<file path="src/rtl/tree_loader_pkg.sv">
// tree_loader_pkg
//   Shared definitions for the decision-tree image loader: FSM state
//   encoding, error codes, record geometry and child-pointer field layout.
//   Optional feature macro used by the loader: LOADER_CHECKSUM_EN.
package tree_loader_pkg;

  typedef enum logic [2:0] {
    S_IDLE,
    S_HDR,
    S_COLLECT,
    S_WRITE,
    S_CHECK,
    S_DONE,
    S_ERR
  } state_t;

  typedef enum logic [1:0] {
    ERR_NONE  = 2'd0,
    ERR_COUNT = 2'd1,
    ERR_CHILD = 2'd2,
    ERR_CSUM  = 2'd3
  } err_t;

  localparam int unsigned REC_BYTES     = 7;
  // The top nibble of every 56-bit record is discarded, so only 52 bits are kept.
  localparam int unsigned REC_USED_BITS = 52;
  localparam int unsigned LEAF_BIT      = 8;
  localparam int unsigned CHILD_W       = 9;
  localparam int unsigned LE_LSB        = 9;
  localparam int unsigned GT_LSB        = 0;

  // A leaf child carries a class label and is always acceptable. A non-leaf
  // child must point forward into the image: never back to the root (0) and
  // never beyond the declared node count.
  function automatic logic child_ok(input logic [CHILD_W-1:0] c, input int unsigned n);
    return c[LEAF_BIT] ||
           ((c[LEAF_BIT-1:0] != '0) && (32'(c[LEAF_BIT-1:0]) < n));
  endfunction

endpackage

</file>
<file path="src/rtl/tree_rec_assembler.sv">
// tree_rec_assembler
//   Collects big-endian record bytes into a shift register and flags the
//   byte that completes a record.
//   Ports:
//     clk, rst_n     clock, asynchronous active-low reset
//     i_clear        restarts the byte counter (new load)
//     i_accept       a record byte is being accepted this cycle
//     i_byte         the byte being accepted
//     o_rec          used record bits, valid together with o_rec_valid
//     o_rec_valid    the accepted byte is the last byte of a record
module tree_rec_assembler
  import tree_loader_pkg::*;
(
  input  logic                     clk,
  input  logic                     rst_n,
  input  logic                     i_clear,
  input  logic                     i_accept,
  input  logic [7:0]               i_byte,
  output logic [REC_USED_BITS-1:0] o_rec,
  output logic                     o_rec_valid
);

  // Only REC_USED_BITS-8 bits are retained, so the ignored top nibble of the
  // first byte falls off the end of the shift register on its own.
  logic [REC_USED_BITS-9:0] r_shift;
  logic [2:0]               r_cnt;
  logic                     w_last;

  assign w_last      = (r_cnt == 3'(REC_BYTES - 1));
  assign o_rec       = {r_shift, i_byte};
  assign o_rec_valid = i_accept && w_last;

  always_ff @(posedge clk or negedge rst_n) begin
    if (!rst_n) begin
      r_shift <= '0;
      r_cnt   <= '0;
    end else if (i_clear) begin
      r_shift <= '0;
      r_cnt   <= '0;
    end else if (i_accept) begin
      r_shift <= {r_shift[REC_USED_BITS-17:0], i_byte};
      r_cnt   <= w_last ? '0 : r_cnt + 3'd1;
    end
  end

endmodule

</file>
<file path="src/rtl/tree_loader.sv">
// tree_loader
//   Writer side of the decision-tree node memories. Accepts a byte stream
//   holding a node count N followed by N 7-byte records, validates it, and
//   drives the shared coefficient/child RAM write port. Holds the traversal
//   engine off while a load is running.
//   Optional feature: LOADER_CHECKSUM_EN adds a trailing XOR checksum byte.
//   Ports:
//     clk, rst_n            clock, asynchronous active-low reset
//     start                 begin a load (ignored while busy)
//     s_valid/s_data/s_ready  byte stream handshake
//     in_addr, ram1_data_in, ram2_data_in, we1   RAM write port
//     eng_hold, busy        load in progress
//     done, err, err_code   sticky completion / abort status
//     nodes_loaded          records written in the current/last load
module tree_loader
  import tree_loader_pkg::*;
#(
  parameter int unsigned RAM1_DATA_WIDTH = 34,
  parameter int unsigned RAM2_DATA_WIDTH = 18,
  parameter int unsigned ADDR_WIDTH      = 8,
  parameter int unsigned DEPTH           = 32,
  parameter int unsigned WE_HOLD         = 4
) (
  input  logic                       clk,
  input  logic                       rst_n,
  input  logic                       start,
  input  logic                       s_valid,
  input  logic [7:0]                 s_data,
  output logic                       s_ready,
  output logic [ADDR_WIDTH-1:0]      in_addr,
  output logic [RAM1_DATA_WIDTH-1:0] ram1_data_in,
  output logic [RAM2_DATA_WIDTH-1:0] ram2_data_in,
  output logic                       we1,
  output logic                       eng_hold,
  output logic                       busy,
  output logic                       done,
  output logic                       err,
  output logic [1:0]                 err_code,
  output logic [ADDR_WIDTH-1:0]      nodes_loaded
);

  localparam int unsigned HOLD_W = (WE_HOLD > 1) ? $clog2(WE_HOLD) : 1;

  state_t                     r_state, w_next;
  err_t                       r_err_code;
  logic [ADDR_WIDTH-1:0]      r_n, r_nodes, r_addr;
  logic                       r_addr_inc;
  logic [HOLD_W-1:0]          r_hold;
  logic [RAM1_DATA_WIDTH-1:0] r_ram1;
  logic [RAM2_DATA_WIDTH-1:0] r_ram2;
  logic [REC_USED_BITS-1:0]   w_rec;
  logic                       w_rec_valid;
  logic                       w_accept, w_collect, w_start_ok, w_hdr_bad;
  logic                       w_ptr_ok, w_hold_end, w_last_node;

  assign w_accept    = s_valid && s_ready;
  assign w_collect   = w_accept && (r_state == S_COLLECT);
  assign w_start_ok  = start && (r_state inside {S_IDLE, S_DONE, S_ERR});
  assign w_hdr_bad   = (s_data == 8'd0) || (32'(s_data) > DEPTH);
  assign w_ptr_ok    = child_ok(w_rec[LE_LSB +: CHILD_W], 32'(r_n)) &&
                       child_ok(w_rec[GT_LSB +: CHILD_W], 32'(r_n));
  assign w_hold_end  = (r_hold == HOLD_W'(WE_HOLD - 1));
  assign w_last_node = ((r_nodes + ADDR_WIDTH'(1)) == r_n);

  tree_rec_assembler u_asm (
    .clk        (clk),
    .rst_n      (rst_n),
    .i_clear    (w_start_ok),
    .i_accept   (w_collect),
    .i_byte     (s_data),
    .o_rec      (w_rec),
    .o_rec_valid(w_rec_valid)
  );

`ifdef LOADER_CHECKSUM_EN
  logic [7:0] r_csum;
  logic       w_csum_ok;

  assign w_csum_ok = (s_data == r_csum);

  always_ff @(posedge clk or negedge rst_n) begin
    if (!rst_n)                              r_csum <= '0;
    else if (w_start_ok)                     r_csum <= '0;
    else if (w_accept && r_state != S_CHECK) r_csum <= r_csum ^ s_data;
  end
`endif

  always_ff @(posedge clk or negedge rst_n) begin
    if (!rst_n) r_state <= S_IDLE;
    else        r_state <= w_next;
  end

  always_comb begin
    w_next = r_state;
    unique case (r_state)
      S_IDLE, S_DONE, S_ERR: if (start) w_next = S_HDR;
      S_HDR:     if (w_accept) w_next = w_hdr_bad ? S_ERR : S_COLLECT;
      S_COLLECT: if (w_rec_valid) w_next = w_ptr_ok ? S_WRITE : S_ERR;
      S_WRITE: begin
        if (w_hold_end) begin
          if (w_last_node)
`ifdef LOADER_CHECKSUM_EN
            w_next = S_CHECK;
`else
            w_next = S_DONE;
`endif
          else
            w_next = S_COLLECT;
        end
      end
      S_CHECK: begin
`ifdef LOADER_CHECKSUM_EN
        if (w_accept) w_next = w_csum_ok ? S_DONE : S_ERR;
`else
        w_next = S_IDLE;
`endif
      end
      default: w_next = S_IDLE;
    endcase
  end

  always_comb begin
    s_ready = 1'b0;
    we1     = 1'b0;
    busy    = 1'b0;
    unique case (r_state)
      S_HDR, S_COLLECT, S_CHECK: begin
        s_ready = 1'b1;
        busy    = 1'b1;
      end
      S_WRITE: begin
        we1  = 1'b1;
        busy = 1'b1;
      end
      default: ;
    endcase
  end

  // The address advance is deferred one cycle past the end of the write
  // burst so that in_addr stays stable for one cycle after we1 falls; the
  // next record needs at least seven cycles, so nothing else can collide.
  always_ff @(posedge clk or negedge rst_n) begin
    if (!rst_n) begin
      r_err_code <= ERR_NONE;
      r_n        <= '0;
      r_nodes    <= '0;
      r_addr     <= '0;
      r_addr_inc <= 1'b0;
      r_hold     <= '0;
      r_ram1     <= '0;
      r_ram2     <= '0;
    end else begin
      r_hold <= (r_state == S_WRITE) ? r_hold + HOLD_W'(1) : '0;
      if (w_start_ok) begin
        r_err_code <= ERR_NONE;
        r_nodes    <= '0;
        r_addr     <= '0;
        r_addr_inc <= 1'b0;
      end else begin
        if (r_addr_inc) begin
          r_addr     <= r_addr + ADDR_WIDTH'(1);
          r_addr_inc <= 1'b0;
        end
        unique case (r_state)
          S_HDR: begin
            if (w_accept) begin
              if (w_hdr_bad) r_err_code <= ERR_COUNT;
              else begin
                r_n    <= ADDR_WIDTH'(s_data);
                r_addr <= '0;
              end
            end
          end
          S_COLLECT: begin
            if (w_rec_valid) begin
              if (w_ptr_ok) begin
                r_ram1 <= w_rec[RAM2_DATA_WIDTH +: RAM1_DATA_WIDTH];
                r_ram2 <= w_rec[RAM2_DATA_WIDTH-1:0];
              end else begin
                r_err_code <= ERR_CHILD;
              end
            end
          end
          S_WRITE: begin
            if (w_hold_end) begin
              r_nodes    <= r_nodes + ADDR_WIDTH'(1);
              r_addr_inc <= 1'b1;
            end
          end
`ifdef LOADER_CHECKSUM_EN
          S_CHECK: if (w_accept && !w_csum_ok) r_err_code <= ERR_CSUM;
`endif
          default: ;
        endcase
      end
    end
  end

  assign eng_hold     = busy;
  assign done         = (r_state == S_DONE);
  assign err          = (r_state == S_ERR);
  assign err_code     = r_err_code;
  assign nodes_loaded = r_nodes;
  assign in_addr      = r_addr;
  assign ram1_data_in = r_ram1;
  assign ram2_data_in = r_ram2;

endmodule
</file>
<file path="config.mk">
export PLATFORM = sky130hd
export DESIGN_NAME = tree_loader
export DESIGN_NICKNAME = d
export VERILOG_FILES = /design/src/rtl/tree_loader_pkg.sv /design/src/rtl/tree_rec_assembler.sv /design/src/rtl/tree_loader.sv
export SDC_FILE = /design/constraint.sdc
export NUM_CORES = 1
export LEC_CHECK = 0
export BUFFER_PORTS_ARGS = -buffer_cell sky130_fd_sc_hd__buf_2
export CORE_MARGIN = 2
export CORE_UTILIZATION = 50
export CTS_BUF_LIST = sky130_fd_sc_hd__clkbuf_8
export CTS_CLUSTER_SIZE = 16
export DETAILED_ROUTE_END_ITERATION = 8
export GPL_TIMING_DRIVEN = 0
export PLACE_DENSITY = 0.75
export SLEW_MARGIN = 20
export SYNTH_ARGS = -nofsm -noshare
export SYNTH_HDL_FRONTEND = slang
export SYNTH_HIERARCHICAL = 1
export SYNTH_SLANG_ARGS = --single-unit
</file>
<file path="constraint.sdc">
create_clock -name clk -period 8.6 [get_ports clk]
set_clock_uncertainty 0.15 [all_clocks]
set_input_delay 0.86 -clock clk [delete_from_list [all_inputs] [get_ports clk]]
set_output_delay 0.86 -clock clk [all_outputs]
set_load 0.05 [all_outputs]
</file>
# Word-level counts from Yosys, hierarchy flattened
# Cells that the tools add are included.
# word_totals
ff_bits	131
inputBits	12
out_inout_bits	76
elab_cells	98
# op_classes
n_bitwise	2
n_eq_ne	17
mux	34
addsub	4
order_cmp	3
n_reduce_logical	27
# op_table
operator	count
$mux W44	2
$mux W8	8
$mux W3	10
$add A8 B1 Y8 const B	2
$lt A8 B8 Y1	2
$reduce_bool A8 Y1	2
$eq A3 B3 Y1 const B	4
$mux W2	6
$pmux W3 S4	1
$reduce_and A4 Y1	3
$ne A3 B2 Y1 const B	3
$eq A8 B8 Y1	1
$gt A8 B6 Y1 const B	1
$logic_not A8 Y1	1
$logic_and A1 B1 Y1	7
$eq A3 B2 Y1 const B	2
$mux W1	6
$ne A2 B2 Y1 const B	3
$reduce_bool A2 Y1	3
$reduce_bool A3 Y1	2
$reduce_or A3 Y1	2
$reduce_and A5 Y1	1
$pmux W2 S2	1
$reduce_or A4 Y1	1
other kinds (10)	13

# Longest topological paths before layout
# Gate-level depths: netlist of run 1.
# logic_depth
depth_word	9
depth_mapped	13
mapped_depth_nobuf	11

# Cells and area by module
# Netlist of run 1, hierarchy kept.
# modules_own_cells
mod	seq_area_each_um2	cells_each	area_per_inst_um2	instances
tree_loader	2102.0	355	4314.1	1
tree_rec_assembler	1176.1	166	2013.2	1

# Least setup slack after synthesis of run 1
# No wires, ideal clock.
# synth_path
path_type	input port to flip-flop
from	input s_data[1]
to	register r_ram1[0], in the netlist ram1_data_in[0]
setup_ps	125
path_slack_ps	5288
stages	10
required_ps	8325
arrival_ps	3037
n_path_buf	3
path_cell_list	buf_4 > ha_1 > or3b_1 > o2111ai_1 > a311oi_1 > or4_4 > or2_1 > buf_6 > buf_12 > mux2_4
# synth_between
elab_chain_cells	5
word_cells_on_any_way	6
classes_between	1 x order compare; 5 x reduce/logical
# synth_rtl
element	line_no	text
start, declared	tree_loader.sv:28	input logic [7:0] s_data,
$lt A8 B8 Y1 or $reduce_bool A8 Y1 (tied branches)	tree_loader_pkg.sv:37	((c[LEAF_BIT-1:0] != '0) && (32'(c[LEAF_BIT-1:0]) < n));
$logic_and A1 B1 Y1 (*)	tree_loader_pkg.sv:37	
$logic_or A1 B1 Y1 (*)	tree_loader_pkg.sv:36	return c[LEAF_BIT] ||
$logic_and A1 B1 Y1 (*)	tree_loader.sv:60	assign w_ptr_ok = child_ok(w_rec[LE_LSB +: CHILD_W], 32'(r_n)) &&
$reduce_and A4 Y1 (no line) (*)	--	
end signal, assigned	tree_loader.sv:177	r_ram1 <= w_rec[RAM2_DATA_WIDTH +: RAM1_DATA_WIDTH];
end, declared	tree_loader.sv:49	logic [RAM1_DATA_WIDTH-1:0] r_ram1;
# Mark *: on every way between the ends. The rest lies on a longest branch, timed or not.
# A chain may end at the register's enable or synchronous reset.

# Final worst setup path of run 1
# layout_path
from	input s_data[1]
to	register r_ram2[11], in the netlist ram2_data_in[11]
# layout_between
elab_chain_cells	5
word_cells_on_any_way	6
classes_between	1 x order compare; 5 x reduce/logical
# layout_rtl
element	line_no	text
$lt A8 B8 Y1 or $reduce_bool A8 Y1 (tied branches)	tree_loader_pkg.sv:37	
$logic_and A1 B1 Y1 (*)	tree_loader_pkg.sv:37	
$logic_or A1 B1 Y1 (*)	tree_loader_pkg.sv:36	
$logic_and A1 B1 Y1 (*)	tree_loader.sv:60	
$reduce_and A4 Y1 (no line) (*)	--	
end signal, assigned	tree_loader.sv:178	r_ram2 <= w_rec[RAM2_DATA_WIDTH-1:0];
end, declared	tree_loader.sv:50	logic [RAM2_DATA_WIDTH-1:0] r_ram2;
# Marks and branches as above.

==> results of run 1 <==
-- cells by family after synthesis --
logic type               synth area share
buffers and inverters              0.0564
XOR/XNOR                           0.0277
AND/OR/NAND/NOR                     0.107
adder cells (fa/ha/maj)            0.0336
multiplexers                        0.196
flip-flops                          0.518
AO/OA/AOI/OAI                      0.0615
-- worst max-delay path: cells and delay by family --
family,cells,cell delay [ns]
fa+ha+maj,1,0.19
simple gates,3,1.16
mux,1,0.30
compound gates,2,0.25
buf+inv,4,0.60
-- routing by layer --
metal / GRT usage / part of all wire
met1: 0.293 / 0.46
met5: 0 / 0
met3: 0.0488 / 0.041
met4: 0.0825 / 0.018
met2: 0.331 / 0.48
-- cells in the final DEF, fill, tap and decap left out, types with 10 or more instances in the layout --
master	Yosys	final
a21oi_1	13	13
buf_2	1	87
mux2i_1	46	46
nand2_1	24	24
inv_1	13	18
and3_1	10	10
clkbuf_8	0	18
xnor2_1	11	11
dfrtp_1	131	131
nor2_1	76	76
buf_4	11	11
mux2_4	49	49
ha_1	17	17
o21ai_0	23	23
-- through the flow --
stage	hold slack (ns)	cells	instance area, µm²	utilization	power, µW
final	0.151	812	7410	0.595	2660
after global placement	0.272	780	6980	0.560	2110
after detailed placement	0.287	781	7020	0.563	2150
after CTS	0.130	812	7410	0.595	2680
after floorplan	0.259	521	6330	-	1870
after global routing	0.143	812	7410	0.595	2800
-- power by group --
group          internal [µW]  switching (µW)
clock network            287             232
logic                    398             695
registers                847             198
total                   1530            1120
-- sequential cells by signal, summed over array words and instances (netlist names), 3 cells and up --
register	count
nodes_loaded	8
in_addr	8
u_asm/r_cnt	3
r_state	3
u_asm/r_shift	44
ram2_data_in	18
r_n	8
ram1_data_in	34
-- worst max path at each step --
| stage | from | end | cells past startpoint |
|---|---|---|---|
| after floorplan | s_data[1] | ram1_data_in[0] | 10 |
| after global placement | rst_n | in_addr[5] | 1 |
| after detailed placement | s_data[1] | ram1_data_in[29] | 11 |
| after CTS | r_state[2] | eng_hold | 7 |
| after global routing | r_state[2] | eng_hold | 7 |
| final | s_data[1] | ram2_data_in[11] | 11 |
-- cell type report --
cell class / count / area, µm²
fill: 976 / 5050
sequential: 131 / 3280
multi-input combinational: 345 / 2690
timing repair buffer: 88 / 473
buffer: 32 / 308
clock buffer: 18 / 248
tap: 172 / 215
clock inverter: 13 / 148
inverter: 13 / 48.8
==> results.yml, run 1 <==
yosys:
  synth-seq-cells: 131
  yosys.area.top_type: "dfrtp_1"
  yosysMostFrequentCell: "dfrtp_1"
  synth_top_area_frac: 0.518
  yosys_warnings: 6
  synthArstFlopShare: 1.00
  synth_ff_type: "dfrtp_1"
  synth_common_cells: "131 x dfrtp_1, 76 x nor2_1, 49 x mux2_4, 46 x mux2i_1, 24 x nand2_1"
  yosysSeqAreaShare: 0.518
  synth_area_leaders: "dfrtp_1 52%, mux2_4 12%, mux2i_1 7.3%"
  synth-edff-count: 0
  syn_nets: 550
  synth_cells: 521
  avgSynthCellArea_um2: 12.1
  synth_area_um2: 6330
  synth.distinct_cells: 47
worst_setup_path:
  critPathCaptureType: "flop"
  r2r_end: "ram2_data_in[11]"
  ff2ff_setup_slack_ns: 5.60
  critPathKind: "in2reg"
  cp_slowest_stage_delay_ns: 0.53
  critPathLaunchType: "primary input"
  worstPathRequired_ns: 8.77
  worstReg2RegStart: "r_n[3]"
  worstPathArrival_ns: 3.37
  cp_slowest_cell: "or4_4"
  path_cells: "buf_2, buf_4, ha_1, or3b_1, o2111ai_1, a311oi_1, or4_4, or2_1, buf_6, buf_12, mux2_4"
  r2r_cells: 10
  path_max_fanout: 10
timing:
  report.final.slew_viol_count: 0
  setup_viol: 0
  max_freq_mhz: 312
  relSlewSlack: 0.677
  rsz0062_at_grt: "no"
  worst_pin_slew_ns: 0.481
  finalWorstSetupSlack_ns: 5.40
  hold_viol: 0
  timing.final.crit_period_ns: 3.20
  fin_crit_sh: 0.373
  tns_ns: 0
route:
  drt-initial-drc-count: 279
  first_pass_iters: 5
  wl_mm: 13.5
  drc: 0
  drt-vias-per-instance: 5.34
  ant_nets: 0
  vias: 4338
  wire_per_inst_um: 16.6
grt:
  antenna_found_initial: 0
  grt_pass1_wl_mm: 22.1
  grt_max_degree: 92
  first_global_vias: 4295
  grt.overflow.total: 0
  grt_usage: 0.213
finish:
  drive_above_1_share: 0.302
  areaGrowthSynthToFinish_pct: 17.1
  fin_nets: 657
  diodes: 0
clock_tree:
  cts_resized: 0
  clk_pin_slew_worst_paths_ns: 0.07
  cts_buffers: 17
  tritoncts: "yes"
  clk_latency_ns: 0.43
  clock_sinks: 131
  max-clock-path-buffers: 2
  cts-htree-levels: 4
  post_cts_buffers: 0
  ctsHoldBuffers: 0
  clockRootBuffer: "clkbuf_8"
placement:
  numPortBuffers: 87
  dp_hpwl_mm: 9.64
  gp_congestion: 0.865
  dp_slack_ns: 4.96
floorplanning:
  coreArea_um2: 12500
  rows: 41
  ioPinCount: 88
  die_w_um: 116
  die_h_um: 116
  initial_core_util: 0.508
  dieArea_um2: 13600
power:
  vdd_drop_max_uv: 276
  power_density_nw_per_um2: 358
  p_leak_uw: 0.00380
worst_hold_path:
  min_path_type: "in2async"
job:
  drv_cap: 0
run_status:
  outcome: "finished, final reports clean"
Note: power is estimated with default switching activity, not from simulation.
==> run 2: changes to the inputs <==
Clock period 8.6 ns to 3.22 ns, I/O delays scaled along.
==> run 2 against run 1 <==
Non-clock buffer count grew 2; clock power grew to 2.7 times the previous value; cell count grew 0.25%; critical endpoint is now ram2_data_in[7]; highest routed layer unchanged.
==> results.yml, run 2 (same netlist as run 1, synthesis figures left out) <==
run_status:
  outcome: "finished, final reports clean"
floorplanning:
  dieArea_um2: 13600
  rows: 41
  die_h_um: 116
  ioPinCount: 88
  coreArea_um2: 12500
  die_w_um: 116
  initial_core_util: 0.508
power:
  p_leak_uw: 0.00381
  power_density_nw_per_um2: 956
  intPower_uw: 4090
  clockPowerShare: 0.196
  swShare: 0.424
  p_comb_frac: 0.412
  vdd_drop_max_uv: 736
  power_frac_seq: 0.393
  p_sw_uw: 3010
placement:
  dp_hpwl_mm: 9.64
  numPortBuffers: 87
  dp_slack_ns: 0.114
  gp_congestion: 0.865
grt:
  first_global_vias: 4292
  antenna_found_initial: 0
  grt.overflow.total: 0
  grt_max_degree: 92
  grt_pass1_wl_mm: 22.1
  grt_usage: 0.213
finish:
  final_common_cell: "dfrtp_1"
  multiInputGateArea_um2: 2690
  mostFrequentLayoutCells: "131 x dfrtp_1, 87 x buf_2, 76 x nor2_1"
  register_area_um2: 3280
  areaGrowthSynthToFinish_pct: 17.4
  diodes: 0
  fillCellCount: 978
  largest_register_ffs: 44
  drive_above_1_share: 0.301
  regMostFlops: "u_asm/r_shift"
  fin_nets: 659
timing:
  report.final.slew_viol_count: 0
  max_freq_mhz: 318
  fin_hold_ws_ns: 0.0322
  worst_pin_slew_ns: 0.499
  rsz0062_at_grt: "no"
  finalWorstSetupSlack_ns: 0.0768
  setup_viol: 0
  hold_viol: 0
  timing.final.crit_period_ns: 3.14
  fin_crit_sh: 0.976
  relSlewSlack: 0.667
  tns_ns: 0
job:
  drv_cap: 0
clock_tree:
  cts-htree-levels: 4
  tritoncts: "yes"
  clk_pin_slew_worst_paths_ns: 0.07
  max-clock-path-buffers: 2
  clockRootBuffer: "clkbuf_8"
  clock_sinks: 131
  cts_resized: 0
  cts_buffers: 17
  clk_latency_ns: 0.43
worst_setup_path:
  path_max_fanout: 10
  cp_top_family: "buffers and inverters"
  worstPathArrival_ns: 3.31
  cp_slowest_cell: "dlygate4sd3_1"
  critPathCaptureType: "flop"
  r2r_cells: 10
  r2r_end: "ram2_data_in[7]"
  critPathKind: "in2reg"
  worstPathRequired_ns: 3.39
  worstReg2RegStart: "r_n[3]"
  path_cells: "dlygate4sd3_1, buf_2, buf_4, ha_1, or3b_1, o2111ai_1, a311oi_1, or4_4, or2_1, buf_6, buf_12, mux2_4"
  critPathLaunchType: "primary input"
  cp_num_buf_inv: 5
  ff2ff_setup_slack_ns: 0.20
  cp_slowest_stage_delay_ns: 0.52
worst_hold_path:
  min_delay_path_depth: 3
  hold_start: "s_data[2]"
  min_path_type: "in2reg"
  min_to: "r_n[2]"
route:
  drt-vias-per-instance: 5.32
  wl_mm: 13.5
  wire_per_inst_um: 16.6
  drc: 0
  first_pass_iters: 4
  vias: 4333
  ant_nets: 0
  drt-initial-drc-count: 255
==> run 2: cell count changes in the layout (fill, tap and decap cells not counted), sizes merged <==
cell	before	now
dlygate4sd3	0	2
==> run 2: final cells by class <==
class / count / share of cell area
plain buffers: 32 / 0.0414
clock buffers: 18 / 0.0333
clock inverters: 13 / 0.0199
inverters: 13 / 0.00657
multi-input cells: 345 / 0.362
flip-flops and latches: 131 / 0.441
well taps: 172 / 0.0290
repair buffers: 90 / 0.0663
==> run 2: metrics by stage <==
step	cell area (µm²)	total power, µW	util	instances
after global placement	6980	5640	0.560	780
after detailed placement	7020	5740	0.563	781
after floorplan	6330	4990	-	521
after global routing	7430	7470	0.596	814
final	7430	7100	0.596	814
after CTS	7430	7160	0.596	814
==> run 2: how the worst max path moves through the flow <==
stage | start | cells after the start | to
floorplan | r_n[3] | 10 | ram1_data_in[0]
global placement | rst_n | 1 | in_addr[5]
detailed placement | s_data[1] | 11 | ram1_data_in[29]
CTS | s_data[1] | 12 | ram2_data_in[11]
global route | s_data[1] | 12 | ram2_data_in[2]
finish | s_data[1] | 12 | ram2_data_in[7]
==> run 2: per-layer routing <==
metal,part of all wire,GRT usage
met2,0.48,0.331
met4,0.017,0.0825
met5,0,0
met1,0.46,0.293
met3,0.037,0.0488
==> run 2: power groups by stage <==
stage	Combinational [µW]	Clock, µW	Sequential, µW
6_report	2920	1390	2790
5_1_grt	3110	1490	2870
4_1_cts	2950	1420	2790
3_5_place_dp	2930	0	2810
3_3_place_gp	2860	0	2780
2_1_floorplan	1300	0	3690
==> run 2: timing repair <==
| item | CTS | global route |
|---|---|---|
| endpoints found under the hold margin | 41 | 0 |
| setup endpoints to repair | 0 | 49 |
| hold buffers | 2 | 0 |
| buffers inserted | 0 | 0 |
==> run 2: worst reg2reg max path: stages, from the launching register on <==
cell and delay [ns]:
dfrtp_1 0.36, inv_1 0.15, ha_1 0.28, a211o_1 0.26, a21oi_1 0.13, a2111oi_1 0.10, or4_4 0.58, or2_1 0.26
buf_6 0.17, buf_12 0.16, mux2_4 0.31
==> run 3: changes to the inputs <==
Settings changed: SETUP_SLACK_MARGIN from default to 0.4.
==> run 3 against run 2 <==
Highest routed layer unchanged; maximum frequency up 9.9%; utilization up 2.1 points; largest cell class unchanged; sequential share of layout area down 1.4 points.
==> results.yml, run 3 (same netlist as run 1, synthesis figures left out) <==
run_status:
  outcome: "finished, final reports clean"
floorplanning:
  die_h_um: 116
  die_w_um: 116
  coreArea_um2: 12500
  initial_core_util: 0.508
  dieArea_um2: 13600
  ioPinCount: 88
  rows: 41
clock_tree:
  clockRootBuffer: "clkbuf_8"
  cts-htree-levels: 4
  clk_latency_ns: 0.44
  max-clock-path-buffers: 2
  clk_pin_slew_worst_paths_ns: 0.07
  tritoncts: "yes"
  cts_buffers: 17
  clock_sinks: 131
worst_setup_path:
  critPathCaptureType: "flop"
  path_cells: "ha_4, or3b_1, o2111ai_2, a2111oi_2, or4_4, or2_4, buf_12, clkbuf_16, mux2_4"
  cp_num_buf_inv: 2
  ff2ff_setup_slack_ns: 0.36
  worstPathRequired_ns: 3.39
  path_max_fanout: 5
  cp_top_family: "simple AND/OR/NAND/NOR gates"
  cp_slowest_stage_delay_ns: 0.56
  worstPathArrival_ns: 3.03
  r2r_cells: 9
  critPathKind: "reg2reg"
  critPathLaunchType: "flop"
  cp_slowest_cell: "or4_4"
  worst-path-stages: 9
power:
  p_total_uw: 7230
  vdd_drop_max_uv: 741
  power_density_nw_per_um2: 940
  p_leak_uw: 0.00391
finish:
  largest_register_ffs: 44
  regMostFlops: "u_asm/r_shift"
  register_area_um2: 3280
  post-route-util: 0.617
  final_common_cell: "dfrtp_1"
  diodes: 0
  fillCellCount: 963
  multiInputGateArea_um2: 2760
  fin_cells: 831
  drive_above_1_share: 0.351
  areaGrowthSynthToFinish_pct: 21.6
  fin_nets: 676
  mostFrequentLayoutCells: "126 x dfrtp_1, 88 x buf_2, 76 x nor2_1"
route:
  ant_nets: 0
  first_pass_iters: 4
  drt-initial-drc-count: 300
  drt-vias-per-instance: 5.43
  wl_mm: 14.4
  drc: 0
  wire_per_inst_um: 17.3
  vias: 4512
placement:
  dp_hpwl_mm: 9.64
  gp_congestion: 0.865
  numPortBuffers: 87
  placed_cells_incl_taps: 781
timing:
  rsz0062_at_grt: "yes"
  worst_pin_slew_ns: 0.517
  setup_viol: 0
  max_freq_mhz: 350
  report.final.slew_viol_count: 0
  fin_crit_sh: 0.888
  hold_viol: 0
  tns_ns: 0
  timing.final.crit_period_ns: 2.86
  relSlewSlack: 0.653
worst_hold_path:
  min_delay_path_depth: 3
  min_path_type: "in2reg"
job:
  drv_cap: 0
grt:
  first_global_vias: 4392
  grt.overflow.total: 0
  antenna_found_initial: 0
  grt_usage: 0.217
  grt_max_degree: 92
  grt_pass1_wl_mm: 22.4
## run 3: changes by cell type in the layout (fill, tap and decap cells not counted), moves of 2 or more
cell / change
dfrtp_2: +5
dfrtp_1: -5
buf_4: +14
ha_4: +2
inv_2: +4
o2111ai_1: -2
clkbuf_16: +3
o2111ai_2: +2
ha_1: -3
inv_1: -4
## run 3: layout make-up
class | instances | share of cell area
plain buffers | 32 | 0.0413
clock buffers | 18 | 0.0322
clock inverters | 13 | 0.0192
inverters | 13 | 0.00634
multi-input cells | 345 | 0.358
flip-flops and latches | 131 | 0.427
well taps | 172 | 0.0280
repair buffers | 107 | 0.0875
## run 3: where the power goes
group	internal (µW)	leakage [µW]	total (µW)	switching, µW
combinational	1120	0.00210	3040	1920
sequential	2270	0.00161	2790	525
clock	768	0.000203	1400	628
## run 3: path summary, 6_finish.rpt
check	to	start
worst max-delay path	ram2_data_in[3]	u_asm/r_shift[2]
worst min-delay path	r_n[2]	s_data[2]
worst max register to register	ram2_data_in[3]	u_asm/r_shift[2]
worst min register to register	r_hold[0]	r_hold[0]
max in group asynchronous	r_state[1]	rst_n
min in group asynchronous	ram1_data_in[5]	rst_n
## run 3: repair_timing
action	in CTS	in global routing
gates resized for setup	13	13
gates cloned	0	3
setup endpoints to repair	51	51
endpoints found under the hold margin	41	0
setup buffers	7	7
pin swaps	3	1
hold buffers	2	0
## run 3: stage by stage
step / cell area (µm²) / hold slack [ns] / setup WS [ns]
after global routing: 7690 / 0.0235 / 0.298
after detailed placement: 7020 / 0.0747 / 0.114
after global placement: 6980 / 0.272 / 0.0264
after CTS: 7530 / 0.00129 / 0.369
after floorplan: 6330 / -0.124 / 0.444
final: 7690 / 0.0297 / 0.360
## run 3: worst min-delay path: cells and delay by family
family	cells	cell delay, ns
buffers and inverters	1	0.13
AND/OR/NAND/NOR	1	0.07
AO/OA/AOI/OAI	1	0.06
## run 3: metal layers
layer	GRT usage	wire length, µm
met3	0.0488	778
met1	0.300	6370
met5	0	0
met2	0.335	7050
met4	0.0849	217
